==> src/rtl/leaf_pkg.sv <==
// Shared definitions for the leaf egress arbiter: packet field layout,
// destination table entry and output register state.
package leaf_pkg;

    localparam int PAYLOAD_BITS  = 32;
    localparam int NUM_LEAF_BITS = 5;
    localparam int NUM_PORT_BITS = 4;
    localparam int NUM_ADDR_BITS = 7;
    localparam int PACKET_BITS   = 1 + NUM_LEAF_BITS + NUM_PORT_BITS + NUM_ADDR_BITS + PAYLOAD_BITS;
    localparam int BODY_BITS     = PACKET_BITS - 1;

    localparam int PAYLOAD_LSB = 0;
    localparam int ADDR_LSB    = PAYLOAD_LSB + PAYLOAD_BITS;
    localparam int PORT_LSB    = ADDR_LSB + NUM_ADDR_BITS;
    localparam int LEAF_LSB    = PORT_LSB + NUM_PORT_BITS;
    localparam int VALID_BIT   = LEAF_LSB + NUM_LEAF_BITS;

    typedef struct packed {
        logic                     valid;
        logic [NUM_LEAF_BITS-1:0] leaf;
        logic [NUM_PORT_BITS-1:0] dport;
    } dest_cfg_t;

    typedef enum logic {
        OUT_EMPTY = 1'b0,
        OUT_FULL  = 1'b1
    } out_state_t;

    // Everything below the valid bit, in wire order.
    function automatic logic [BODY_BITS-1:0] pack_body(
        input logic [NUM_LEAF_BITS-1:0] leaf,
        input logic [NUM_PORT_BITS-1:0] dport,
        input logic [NUM_ADDR_BITS-1:0] seq,
        input logic [PAYLOAD_BITS-1:0]  payload
    );
        return {leaf, dport, seq, payload};
    endfunction

endpackage

==> src/rtl/rr_arbiter.sv <==
// Combinational round-robin pick: first requester strictly after ptr,
// wrapping around to ptr itself last.
module rr_arbiter #(
    parameter int N        = 2,
    parameter int IDX_BITS = 1
) (
    input  logic [N-1:0]        req,
    input  logic [IDX_BITS-1:0] ptr,
    output logic [N-1:0]        grant,
    output logic [IDX_BITS-1:0] idx,
    output logic                any
);

    always_comb begin
        grant = '0;
        idx   = '0;
        any   = 1'b0;
        // Upper segment (above ptr) has priority over the wrapped segment.
        for (int i = 0; i < N; i++) begin
            if (!any && req[i] && (i > int'(ptr))) begin
                any      = 1'b1;
                grant[i] = 1'b1;
                idx      = IDX_BITS'(i);
            end
        end
        for (int i = 0; i < N; i++) begin
            if (!any && req[i] && (i <= int'(ptr))) begin
                any      = 1'b1;
                grant[i] = 1'b1;
                idx      = IDX_BITS'(i);
            end
        end
    end

endmodule

==> src/rtl/leaf_out_arbiter.sv <==
// Round-robin egress scheduler: stamps user payloads with destination and
// sequence and emits one registered packet at a time. Optional per-port
// credit flow control is enabled with LEAF_ARB_CREDIT_EN.
module leaf_out_arbiter
    import leaf_pkg::*;
#(
    parameter int NUM_OUT_PORTS = 2,
    parameter int CREDIT_BITS   = 8,
    parameter int CREDIT_INIT   = 64
) (
    input  logic                                  clk_bft,
    input  logic                                  reset,
    input  logic [NUM_OUT_PORTS*PAYLOAD_BITS-1:0] din_user,
    input  logic [NUM_OUT_PORTS-1:0]              vld_user,
    output logic [NUM_OUT_PORTS-1:0]              ack_user,
    input  logic                                  cfg_we,
    input  logic [2:0]                            cfg_port,
    input  logic [NUM_LEAF_BITS-1:0]              cfg_leaf,
    input  logic [NUM_PORT_BITS-1:0]              cfg_dport,
    output logic [PACKET_BITS-1:0]                pkt_out,
    input  logic                                  pkt_rdy,
    input  logic                                  credit_vld,
    input  logic [2:0]                            credit_port,
    input  logic [CREDIT_BITS-1:0]                credit_cnt,
    output out_state_t                            dbg_state
);

    localparam int IDX_BITS = (NUM_OUT_PORTS > 1) ? $clog2(NUM_OUT_PORTS) : 1;

    // Handshake: a payload moves when vld_user[i] and ack_user[i] are both
    // high in the same cycle; a packet leaves when pkt_out[48] and pkt_rdy are.

    dest_cfg_t                cfg_q [NUM_OUT_PORTS];
    logic [NUM_ADDR_BITS-1:0] seq_q [NUM_OUT_PORTS];
    logic [IDX_BITS-1:0]      ptr_q;
    out_state_t               state_q, state_d;
    logic [BODY_BITS-1:0]     body_q, body_d;

    logic                     can_load;
    logic [NUM_OUT_PORTS-1:0] has_credit;
    logic [NUM_OUT_PORTS-1:0] eligible;
    logic [NUM_OUT_PORTS-1:0] req;
    logic [NUM_OUT_PORTS-1:0] grant;
    logic [IDX_BITS-1:0]      grant_idx;
    logic                     any_grant;

    logic [PAYLOAD_BITS-1:0]  sel_payload;
    logic [NUM_LEAF_BITS-1:0] sel_leaf;
    logic [NUM_PORT_BITS-1:0] sel_dport;
    logic [NUM_ADDR_BITS-1:0] sel_seq;

`ifdef LEAF_ARB_CREDIT_EN
    logic [CREDIT_BITS-1:0] credit_q   [NUM_OUT_PORTS];
    logic [CREDIT_BITS-1:0] credit_d   [NUM_OUT_PORTS];
    logic [CREDIT_BITS:0]   credit_sum [NUM_OUT_PORTS];

    // Return and grant on the same port combine before saturation.
    always_comb begin
        for (int i = 0; i < NUM_OUT_PORTS; i++) begin
            credit_sum[i] = {1'b0, credit_q[i]};
            if (credit_vld && (credit_port == 3'(i))) begin
                credit_sum[i] = credit_sum[i] + {1'b0, credit_cnt};
            end
            if (grant[i]) begin
                credit_sum[i] = credit_sum[i] - (CREDIT_BITS+1)'(1);
            end
            credit_d[i]   = credit_sum[i][CREDIT_BITS] ? '1 : credit_sum[i][CREDIT_BITS-1:0];
            has_credit[i] = (credit_q[i] != '0);
        end
    end

    always_ff @(posedge clk_bft or posedge reset) begin
        if (reset) begin
            for (int i = 0; i < NUM_OUT_PORTS; i++) begin
                credit_q[i] <= CREDIT_BITS'(CREDIT_INIT);
            end
        end else begin
            for (int i = 0; i < NUM_OUT_PORTS; i++) begin
                credit_q[i] <= credit_d[i];
            end
        end
    end
`else
    logic unused_credit;
    assign unused_credit = ^{credit_vld, credit_port, credit_cnt};
    assign has_credit    = '1;
`endif

    assign can_load = (state_q == OUT_EMPTY) || pkt_rdy;

    always_comb begin
        eligible = '0;
        for (int i = 0; i < NUM_OUT_PORTS; i++) begin
            eligible[i] = vld_user[i] & cfg_q[i].valid & has_credit[i];
        end
    end

    assign req = can_load ? eligible : '0;

    rr_arbiter #(
        .N        (NUM_OUT_PORTS),
        .IDX_BITS (IDX_BITS)
    ) u_rr (
        .req   (req),
        .ptr   (ptr_q),
        .grant (grant),
        .idx   (grant_idx),
        .any   (any_grant)
    );

    assign ack_user = grant;

    always_comb begin
        sel_payload = '0;
        sel_leaf    = '0;
        sel_dport   = '0;
        sel_seq     = '0;
        for (int i = 0; i < NUM_OUT_PORTS; i++) begin
            if (grant[i]) begin
                sel_payload = din_user[i*PAYLOAD_BITS +: PAYLOAD_BITS];
                sel_leaf    = cfg_q[i].leaf;
                sel_dport   = cfg_q[i].dport;
                sel_seq     = seq_q[i];
            end
        end
    end

    // Output register: drain and reload happen on the same edge.
    always_comb begin
        state_d = state_q;
        body_d  = body_q;
        if (can_load) begin
            if (any_grant) begin
                state_d = OUT_FULL;
                body_d  = pack_body(sel_leaf, sel_dport, sel_seq, sel_payload);
            end else begin
                state_d = OUT_EMPTY;
                body_d  = '0;
            end
        end
    end

    always_ff @(posedge clk_bft or posedge reset) begin
        if (reset) begin
            state_q <= OUT_EMPTY;
            body_q  <= '0;
            ptr_q   <= IDX_BITS'(NUM_OUT_PORTS - 1);
            for (int i = 0; i < NUM_OUT_PORTS; i++) begin
                cfg_q[i] <= '0;
                seq_q[i] <= '0;
            end
        end else begin
            state_q <= state_d;
            body_q  <= body_d;
            if (any_grant) begin
                ptr_q <= grant_idx;
            end
            // A grant this cycle already read the old entry.
            for (int i = 0; i < NUM_OUT_PORTS; i++) begin
                if (grant[i]) begin
                    seq_q[i] <= seq_q[i] + 1'b1;
                end
                if (cfg_we && (cfg_port == 3'(i))) begin
                    cfg_q[i] <= '{valid: 1'b1, leaf: cfg_leaf, dport: cfg_dport};
                end
            end
        end
    end

    assign pkt_out   = {(state_q == OUT_FULL), body_q};
    assign dbg_state = state_q;

endmodule

==> config.mk <==
export PLATFORM = sky130hd
export DESIGN_NAME = leaf_out_arbiter
export DESIGN_NICKNAME = d
export VERILOG_FILES = /design/src/rtl/leaf_pkg.sv /design/src/rtl/rr_arbiter.sv /design/src/rtl/leaf_out_arbiter.sv
export SDC_FILE = /design/constraint.sdc
export NUM_CORES = 1
export LEC_CHECK = 0
export BUFFER_PORTS_ARGS = -buffer_cell sky130_fd_sc_hd__buf_2
export CAP_MARGIN = 10
export CORE_MARGIN = 2
export CORE_UTILIZATION = 30
export CTS_BUF_LIST = sky130_fd_sc_hd__clkbuf_4 sky130_fd_sc_hd__clkbuf_8
export DETAILED_ROUTE_END_ITERATION = 8
export PLACE_DENSITY = 0.61
export SYNTH_ARGS = -nofsm -noshare
export SYNTH_HDL_FRONTEND = slang
export SYNTH_HIERARCHICAL = 1
export SYNTH_SLANG_ARGS = --single-unit
==> constraint.sdc <==
create_clock -name clk_bft -period 3.1 [get_ports clk_bft]
set_clock_uncertainty 0.2 [all_clocks]
set_input_delay 0.31 -clock clk_bft [delete_from_list [all_inputs] [get_ports clk_bft]]
set_output_delay 0.31 -clock clk_bft [all_outputs]
set_load 0.01 [all_outputs]
==> results of run 1 <==
## per-stage QoR
stage	util	area (um^2)	total power, W
global route	0.410	4750	0.00327
floorplan	-	3590	0.00196
detailed placement	0.383	4430	0.00228
global placement	0.383	4430	0.00225
finish	0.410	4750	0.00307
CTS	0.409	4730	0.00311
## cell usage after synthesis
cell / n / area (um^2)
dfrtp_1: 83 / 2080
nand2_1: 60 / 225
o21ai_0: 42 / 210
a22oi_1: 41 / 308
mux2_2: 21 / 236
clkbuf_1: 14 / 52.6
xnor2_1: 10 / 87.6
buf_2: 9 / 45.0
a22o_1: 7 / 61.3
nand4_1: 6 / 37.5
o21ai_1: 6 / 30.0
and3_1: 4 / 25.0
a21boi_1: 2 / 15.0
buf_4: 2 / 15.0
ha_1: 2 / 25.0
inv_1: 2 / 7.51
nand2b_1: 2 / 12.5
nor2b_1: 2 / 12.5
or2_2: 2 / 12.5
xor2_1: 2 / 17.5
and2_1: 1 / 6.26
buf_1: 1 / 3.75
dfstp_2: 1 / 26.3
nor4b_4: 1 / 23.8
nor4bb_1: 1 / 10.0
or2_1: 1 / 6.26
## critical path, cell delays in order (launching register included)
cell	delay, ps
dfrtp_1	440
nand2b_1	170
and3_1	280
a21boi_4	440
buf_4	400
buf_2	200
## registers in the layout, indices dropped and copies added, names as in the netlist
| signal | cells |
|---|---|
| body_q | 48 |
| cfg_q | 20 |
| dbg_state | 1 |
| ptr_q | 1 |
| seq_q | 14 |
## worst min-delay path by stage
stage,endpoint,slack (ps),cells past startpoint
3_3_place_gp,body_q[30],240,3
6_report,body_q[6],40,3
3_5_place_dp,body_q[30],250,3
2_1_floorplan,cfg_q[19],230,1
5_1_grt,body_q[6],30,3
4_1_cts,body_q[27],20,3
## where the power goes
part           internal [W]  leakage [nW]  switching, W
combinational      0.000355          1.09      0.000414
sequential          0.00132          1.09      0.000167
clock              0.000383        0.0944      0.000432
## cells by family (layout without fill, tap and decap cells)
kind of cell             after synthesis  count (layout)  synth area share
buffers and inverters                 28             168            0.0345
AO/OA/AOI/OAI                         98              99             0.174
AND/OR/NAND/NOR                       80              80             0.104
flip-flops                            84              84             0.586
adder cells (fa/ha/maj)                2               2           0.00697
XOR/XNOR                              12              12            0.0293
multiplexers                          21              21            0.0659
## area by class of cell
type | instances | area share
sequential | 84 | 0.443
multi-input combinational | 214 | 0.296
timing repair buffer | 150 | 0.178
tap | 143 | 0.0377
clock buffer | 9 | 0.0261
clock inverter | 7 | 0.0171
inverter | 2 | 0.00185
## routing by layer
layer	global-route usage	part of all wire	routed length, um	vias up
met5	0	0	0	-
met4	0.0520	0.014	125	0
met1	0.181	0.45	4100	1439
li1	-	-	-	1425
met2	0.238	0.49	4400	78
met3	0.0287	0.043	391	11
## what timing repair did
item	4_1_cts	5_1_grt
endpoints found under the setup margin	0	1
hold buffers	10	0
endpoints found under the hold margin	101	0
setup buffers	0	0
==> qor.csv, run 1 <==
metric,value,unit
status,"finished, final reports clean",
Post-DP HPWL,6030,um
highest clock rate,356,MHz
Remaining DRCs,0,
post-synth cell types,26,
largest fanout on the critical path,29,
Fin Hold WS,36.3,ps
gr usage total,0.141,
cell count after synthesis,325,
critical setup path kind,reg -> out,
Max transition margin,0.321,
Top-Level Pins,146,
RSZ-0062 raised after global routing,no,
CTS buffer count,9,
Final Hold Viols,0,
Die Wd,113,um
most frequent cells in the layout,"buf_2 (133), dfrtp_1 (83), nand2_1 (60)",
RR Endpoint,body_q[17],
H-tree depth,3,
setup slack after layout,289,ps
largest net degree at the start of global routing,85,
Power Density,647,nW/um^2
fin crit period,2810,ps
"commonest non-fill, non-tap cell in the layout",buf_2,
max-slew violations,0,
Leakage,2.27,nW
total grt overflow,0,
initial antenna violation count,0,
Worst R2R Path Depth,6,
initial cell density of the core,0.310,
first-pass GRT wire length,14400,um
clock latency on the worst-skew pair,360,ps
Area Growth Syn to Fin,32.2,%
via count,2953,
die area,12900,um^2
Final Wtd Congestion,0.752,
syn nets,421,
crit path launch,dbg_state,
"Arr. time, crit path",2300,ps
vias in the first global route,2997,
I/O Buffers,133,
Final setup violation count,0,
Via density,4.85,
Synth Register Bits,84,
crit path to,ack_user[1],
1st-iter DRT viols,162,
CTS sink count,84,
R2R Path Start,dbg_state,
Root Buffer,clkbuf_8,
Core Box Area,11600,um^2
DP Cell Count,582,
Worst Setup End Kind,primary output,
Reg area,2100,um^2
clk buf depth,2,
Place WS,439,ps
register area share after synthesis,0.586,
diode count,0,
Slew @ Worst Pin,1020,ps
Filler cells,1146,
Syn Area/Cell,11.0,um^2
synthesized area,3590,um^2
Setup crit start kind,flip-flop,
Hold WC Path Type,in -> reg,
share of layout cells above drive strength 1,0.401,
Peak supply drop,0.316,mV
TritonRoute pass-1 iters,4,
register-to-register setup slack,360,ps
"Gates resized, CTS repair",0,
die span in y,113,um
maxcap violations,0,
DR WL/cell,14.8,um
area of the multi-input gates,1410,um^2
crit share post-route,0.907,
CTS tree,built,
Syn. warnings,6,
final net count,557,
CP required,2590,ps
num rows,39,
hold path start,din_user[6],
final std cells w/o fill,609,
routed wire length,9020,um
aggregate negative setup slack,0,ps
ANT nets after route,0,
clk slew on worst S/H paths,90,ps
(Power assumes the default switching activity.)
==> run 2: changes to the inputs <==
--- a/config.mk
+++ b/config.mk
@@ -9,8 +9,9 @@
 export CAP_MARGIN = 10
 export CORE_MARGIN = 2
 export CORE_UTILIZATION = 30
-export CTS_BUF_LIST = sky130_fd_sc_hd__clkbuf_4 sky130_fd_sc_hd__clkbuf_8
+export CTS_BUF_LIST = sky130_fd_sc_hd__clkbuf_16
 export DETAILED_ROUTE_END_ITERATION = 8
+export GPL_ROUTABILITY_DRIVEN = 0
 export PLACE_DENSITY = 0.61
 export SYNTH_ARGS = -nofsm -noshare
 export SYNTH_HDL_FRONTEND = slang
==> run 2 against run 1 <==
  * Die area unchanged
  * Wire length fell by 2.3%
  * Via count shrank 1.9%
  * Flip-flop and latch count unchanged
  * Hold slack worse by 18 ps
==> qor.csv, run 2 (synthesis results as in run 1) <==
metric,value,unit,change
largest fanout on the critical path,29,,unchanged
Largest Register,body_q,,unchanged
"Arr. time, crit path",2360,ps,was 2300 ps
critical setup path kind,reg -> out,,unchanged
"Gates resized, CTS repair",0,,unchanged
via count,2896,,"was 2,953"
crit share post-route,0.926,,was 0.907
final net count,547,,was 557
area of the multi-input gates,1400,um^2,was 1410 um^2
CP required,2590,ps,about the same
aggregate negative setup slack,0,ps,unchanged
Die Wd,113,um,unchanged
total grt overflow,0,,unchanged
P_sw,0.00103,W,was 0.00101 W
first-pass GRT wire length,14400,um,about the same
CTS buffer count,9,,unchanged
max reg flops,48,,unchanged
"Buf+Inv Stages, Crit Path",2,,unchanged
Switching Fraction,0.308,,was 0.330
clock latency on the worst-skew pair,330,ps,was 360 ps
Hold WC Path Type,in -> reg,,unchanged
1st-iter DRT viols,125,,was 162
Slew @ Worst Pin,1010,ps,was 1020 ps
Place WS,439,ps,unchanged
Worst Setup End Kind,primary output,,unchanged
Reg area,2100,um^2,unchanged
most frequent cells in the layout,"buf_2 (133), dfrtp_1 (83), nand2_1 (60)",,unchanged
RSZ-0062 raised after global routing,no,,unchanged
Leakage,2.27,nW,about the same
Root Buffer,clkbuf_16,,was clkbuf_8
Final Hold Viols,0,,unchanged
DR WL/cell,14.7,um,was 14.8 um
Max transition margin,0.325,,was 0.321
Regs by FF count,"body_q: 48 flops, cfg_q: 20 flops, seq_q: 14 flops",,unchanged
Setup crit start kind,flip-flop,,unchanged
final core occ,0.410,,unchanged
CTS sink count,84,,unchanged
Post-DP HPWL,6030,um,unchanged
largest net degree at the start of global routing,85,,unchanged
Filler cells,1142,,"was 1,146"
vias in the first global route,2959,,"was 2,997"
I/O Buffers,133,,unchanged
Power Density,702,nW/um^2,was 647 nW/um^2
share of total power in sequential cells,0.446,,was 0.484
Final setup violation count,0,,unchanged
Internal Power,0.00230,W,was 0.00206 W
die span in y,113,um,unchanged
ANT nets after route,0,,unchanged
share of layout cells above drive strength 1,0.408,,was 0.401
initial antenna violation count,0,,unchanged
CP max-delay cell,a21boi_4,,was dfrtp_1
CP cell instances,nand2b_1 -> and3_1 -> a21boi_4 -> buf_4 -> buf_2,,unchanged
diode count,0,,unchanged
clock network fraction of total power,0.327,,was 0.265
H-tree depth,3,,unchanged
Area Growth Syn to Fin,32.2,%,unchanged
die area,12900,um^2,unchanged
Remaining DRCs,0,,unchanged
status,"finished, final reports clean",,unchanged
post-CTS setup repair buffer count,0,,unchanged
routed wire length,8810,um,was 9020 um
Core Box Area,11600,um^2,unchanged
largest stage delay on the critical path,570,ps,was 440 ps
Top-Level Pins,146,,unchanged
clk buf depth,2,,unchanged
fin crit period,2870,ps,was 2810 ps
TritonRoute pass-1 iters,4,,unchanged
clk slew on worst S/H paths,70,ps,was 90 ps
"delay-heaviest family, CP",buffers and inverters,,unchanged
"commonest non-fill, non-tap cell in the layout",buf_2,,unchanged
initial cell density of the core,0.310,,unchanged
num rows,39,,unchanged
Gate power share,0.226,,was 0.250
Via density,4.83,,was 4.85
setup slack after layout,229,ps,was 289 ps
design area,4750,um^2,unchanged
CTS tree,built,,unchanged
Placed Area,4430,um^2,unchanged
highest clock rate,348,MHz,was 356 MHz
maxcap violations,0,,unchanged
Peak supply drop,0.326,mV,was 0.316 mV
max-slew violations,0,,unchanged
gr usage total,0.143,,was 0.141
run 2: area by class of cell:
cell class              instances  share of cell area
repair buffers                141               0.159
clock inverters                 7              0.0171
inverters                       2             0.00185
clock buffers                   9              0.0475
flip-flops and latches         84               0.443
multi-input cells             213               0.294
well taps                     143              0.0377
run 2: stage by stage:
| step | hold WS (ps) | power [W] | cells |
|---|---|---|---|
| 6_report | 18.0 | 0.00333 | 599 |
| 3_3_place_gp | 242 | 0.00225 | 582 |
| 5_1_grt | 3.60 | 0.00354 | 599 |
| 4_1_cts | 7.61 | 0.00338 | 599 |
| 3_5_place_dp | 247 | 0.00228 | 582 |
| 2_1_floorplan | 230 | 0.00196 | 325 |
run 2: final timing paths:
check / from / endpoint / slack, ps / cells past startpoint
min in group asynchronous: reset / body_q[42] / 420 / 4
max in group asynchronous: reset / body_q[19] / 1930 / 4
max reg2reg: dbg_state / body_q[3] / 460 / 6
min reg2reg: cfg_q[19] / cfg_q[19] / 260 / 1
min: cfg_leaf[2] / cfg_q[16] / 20 / 2
max: dbg_state / ack_user[1] / 230 / 5
run 2: power groups by stage:
stage	clock (W)	combinational [W]	sequential, W
after global placement	0	0.000753	0.00150
after floorplan	0	0.000436	0.00152
after detailed placement	0	0.000768	0.00151
after CTS	0.00112	0.000771	0.00149
final	0.00109	0.000754	0.00149
after global routing	0.00118	0.000843	0.00152
run 2: worst reg2reg max path, stage by stage, from the launching register on:
cell	delay, ps
dfrtp_1	430
nand2b_1	170
and3_1	270
a21boi_1	230
nor2b_4	860
a22oi_1	180
o21ai_0	210
run 2: routing by layer:
metal  global-route usage  wire [um]
met4               0.0423         95
met1                0.182       4000
met3               0.0367        381
met2                0.240       4340
met5                    0          0
run 2: what timing repair did:
item	CTS	global route
hold endpoints to repair	83	0
endpoints found under the setup margin	0	0
hold buffers	1	0
==> run 3: changes to the inputs <==
--- a/config.mk
+++ b/config.mk
@@ -5,7 +5,7 @@
 export SDC_FILE = /design/constraint.sdc
 export NUM_CORES = 1
 export LEC_CHECK = 0
-export BUFFER_PORTS_ARGS = -buffer_cell sky130_fd_sc_hd__buf_2
+export BUFFER_PORTS_ARGS = -buffer_cell sky130_fd_sc_hd__buf_4
 export CAP_MARGIN = 10
 export CORE_MARGIN = 2
 export CORE_UTILIZATION = 30
==> run 3 against run 2 <==
  * Fmax grew 4.7%
  * Non-clock buffer count is the same
  * Critical path depth is the same
  * Hold slack is essentially flat
==> qor.csv, run 3 (synthesis results as in run 1) <==
metric,value,unit,change
CTS buffer count,9,,unchanged
die span in y,113,um,unchanged
max reg flops,48,,unchanged
Peak supply drop,0.286,mV,was 0.326 mV
Max transition margin,0.347,,was 0.325
Top-Level Pins,146,,unchanged
DR WL/cell,15.3,um,was 14.7 um
CTS sink count,84,,unchanged
routed wire length,9170,um,was 8810 um
Slew @ Worst Pin,978,ps,was 1010 ps
CTS tree,built,,unchanged
Area Growth Syn to Fin,41.3,%,was 32.2%
CP required,2590,ps,about the same
Remaining DRCs,0,,unchanged
status,"finished, final reports clean",,unchanged
via count,2902,,"was 2,896"
final std cells w/o fill,599,,unchanged
vias in the first global route,3034,,"was 2,959"
DP Cell Count,582,,unchanged
GRT met1 Usage,0.184,,was 0.182
global route hottest layer,met2,,unchanged
TritonRoute pass-1 iters,4,,unchanged
most frequent cells in the layout,"buf_4 (138), dfrtp_1 (83), nand2_1 (60)",,"was buf_2 (133), dfrtp_1 (83), nand2_1 (60)"
initial cell density of the core,0.310,,unchanged
largest net degree at the start of global routing,85,,unchanged
H-tree depth,3,,unchanged
Worst Setup End Kind,primary output,,unchanged
clk buf depth,2,,unchanged
Largest Register,body_q,,unchanged
Root Buffer,clkbuf_16,,unchanged
highest clock rate,365,MHz,was 348 MHz
Post-DP HPWL,6310,um,was 6030 um
grt met3 use,0.0393,,was 0.0367
Setup crit start kind,flip-flop,,unchanged
diode count,0,,unchanged
maxcap violations,0,,unchanged
first-pass GRT wire length,14900,um,"was 14,400 um"
clk slew on worst S/H paths,60,ps,was 70 ps
hold path start,cfg_dport[0],,was cfg_leaf[2]
fin crit period,2740,ps,was 2870 ps
ANT nets after route,0,,unchanged
M2 GR Usage,0.251,,was 0.240
Via density,4.84,,was 4.83
critical setup path kind,reg -> out,,unchanged
register-to-register setup slack,490,ps,was 460 ps
die area,12900,um^2,unchanged
"Arr. time, crit path",2230,ps,was 2360 ps
R2R Path Start,dbg_state,,unchanged
1st-iter DRT viols,156,,was 125
Final setup violation count,0,,unchanged
Die Wd,113,um,unchanged
Leakage,2.35,nW,was 2.27 nW
largest fanout on the critical path,29,,unchanged
RSZ-0062 raised after global routing,no,,unchanged
max-slew violations,0,,unchanged
clock latency on the worst-skew pair,330,ps,about the same
Core Box Area,11600,um^2,unchanged
Hold WC Path Type,in -> reg,,unchanged
Final Hold Viols,0,,unchanged
Power Density,673,nW/um^2,was 702 nW/um^2
RR Endpoint,body_q[17],,was body_q[3]
"commonest non-fill, non-tap cell in the layout",buf_4,,was buf_2
share of layout cells above drive strength 1,0.406,,was 0.408
aggregate negative setup slack,0,ps,unchanged
total grt overflow,0,,unchanged
gr usage total,0.147,,was 0.143
num rows,39,,unchanged
final net count,547,,unchanged
Hold Path Cell Cnt,2,,unchanged
Hold Path Sink,cfg_q[10],,was cfg_q[16]
Worst R2R Path Depth,6,,unchanged
Regs by FF count,"body_q: 48 flops, cfg_q: 20 flops, seq_q: 14 flops",,unchanged
initial antenna violation count,0,,unchanged
I/O Buffers,133,,unchanged
crit share post-route,0.884,,was 0.926
## run 3: changes by cell type in the layout (fill, tap and decap cells not counted), sizes merged
cell      before  now
inv            4    5
clkinvlp       3    2
## run 3: through the flow
stage	power (W)	setup slack, ps	cell area (um^2)	hold WS (ps)	utilization
finish	0.00341	359	5070	18.0	0.439
global route	0.00363	155	5070	5.53	0.439
CTS	0.00348	305	5070	6.45	0.439
detailed placement	0.00237	411	4760	248	0.412
global placement	0.00234	476	4760	247	0.412
floorplan	0.00196	427	3590	230	-
## run 3: where the power goes
part | internal (W) | total [W] | switching [W]
Sequential | 0.00132 | 0.00150 | 0.000174
Combinational | 0.000430 | 0.000841 | 0.000411
Clock | 0.000630 | 0.00108 | 0.000448
## run 3: cell type report
cell class                      count  area (um^2)
Timing Repair Buffer              141         1090
Multi-Input combinational cell    213         1400
Tap cell                          143          179
Clock inverter                      7         75.1
Inverter                            2         8.76
Clock buffer                        9          225
Sequential cell                    84         2100
Fill cell                        1112         6490
## run 3: critical path, cell delays in order, from the launching register on
cell and delay, ps:
dfrtp_1 420, nand2b_1 180, and3_1 230, a21boi_4 480, buf_4 410, buf_4 190
## run 3: how the worst max path moves through the flow
stage | endpoint | start | slack (ps)
3_5_place_dp | body_q[18] | pkt_rdy | 410
4_1_cts | ack_user[1] | dbg_state | 300
6_report | ack_user[1] | dbg_state | 360
2_1_floorplan | body_q[0] | reset | 430
5_1_grt | ack_user[1] | dbg_state | 150
3_3_place_gp | body_q[11] | pkt_rdy | 480
## run 3: layer usage
layer,vias up,wire (um)
li1,1403,-
met1,1417,4120
met2,76,4520
met3,6,445
met4,0,80
met5,-,0
## run 3: what timing repair did
| item | CTS | global route |
|---|---|---|
| hold buffers | 1 | 0 |
| hold endpoints to repair | 83 | 0 |
| buffers inserted | 0 | 0 |
| resized for setup | 0 | 0 |
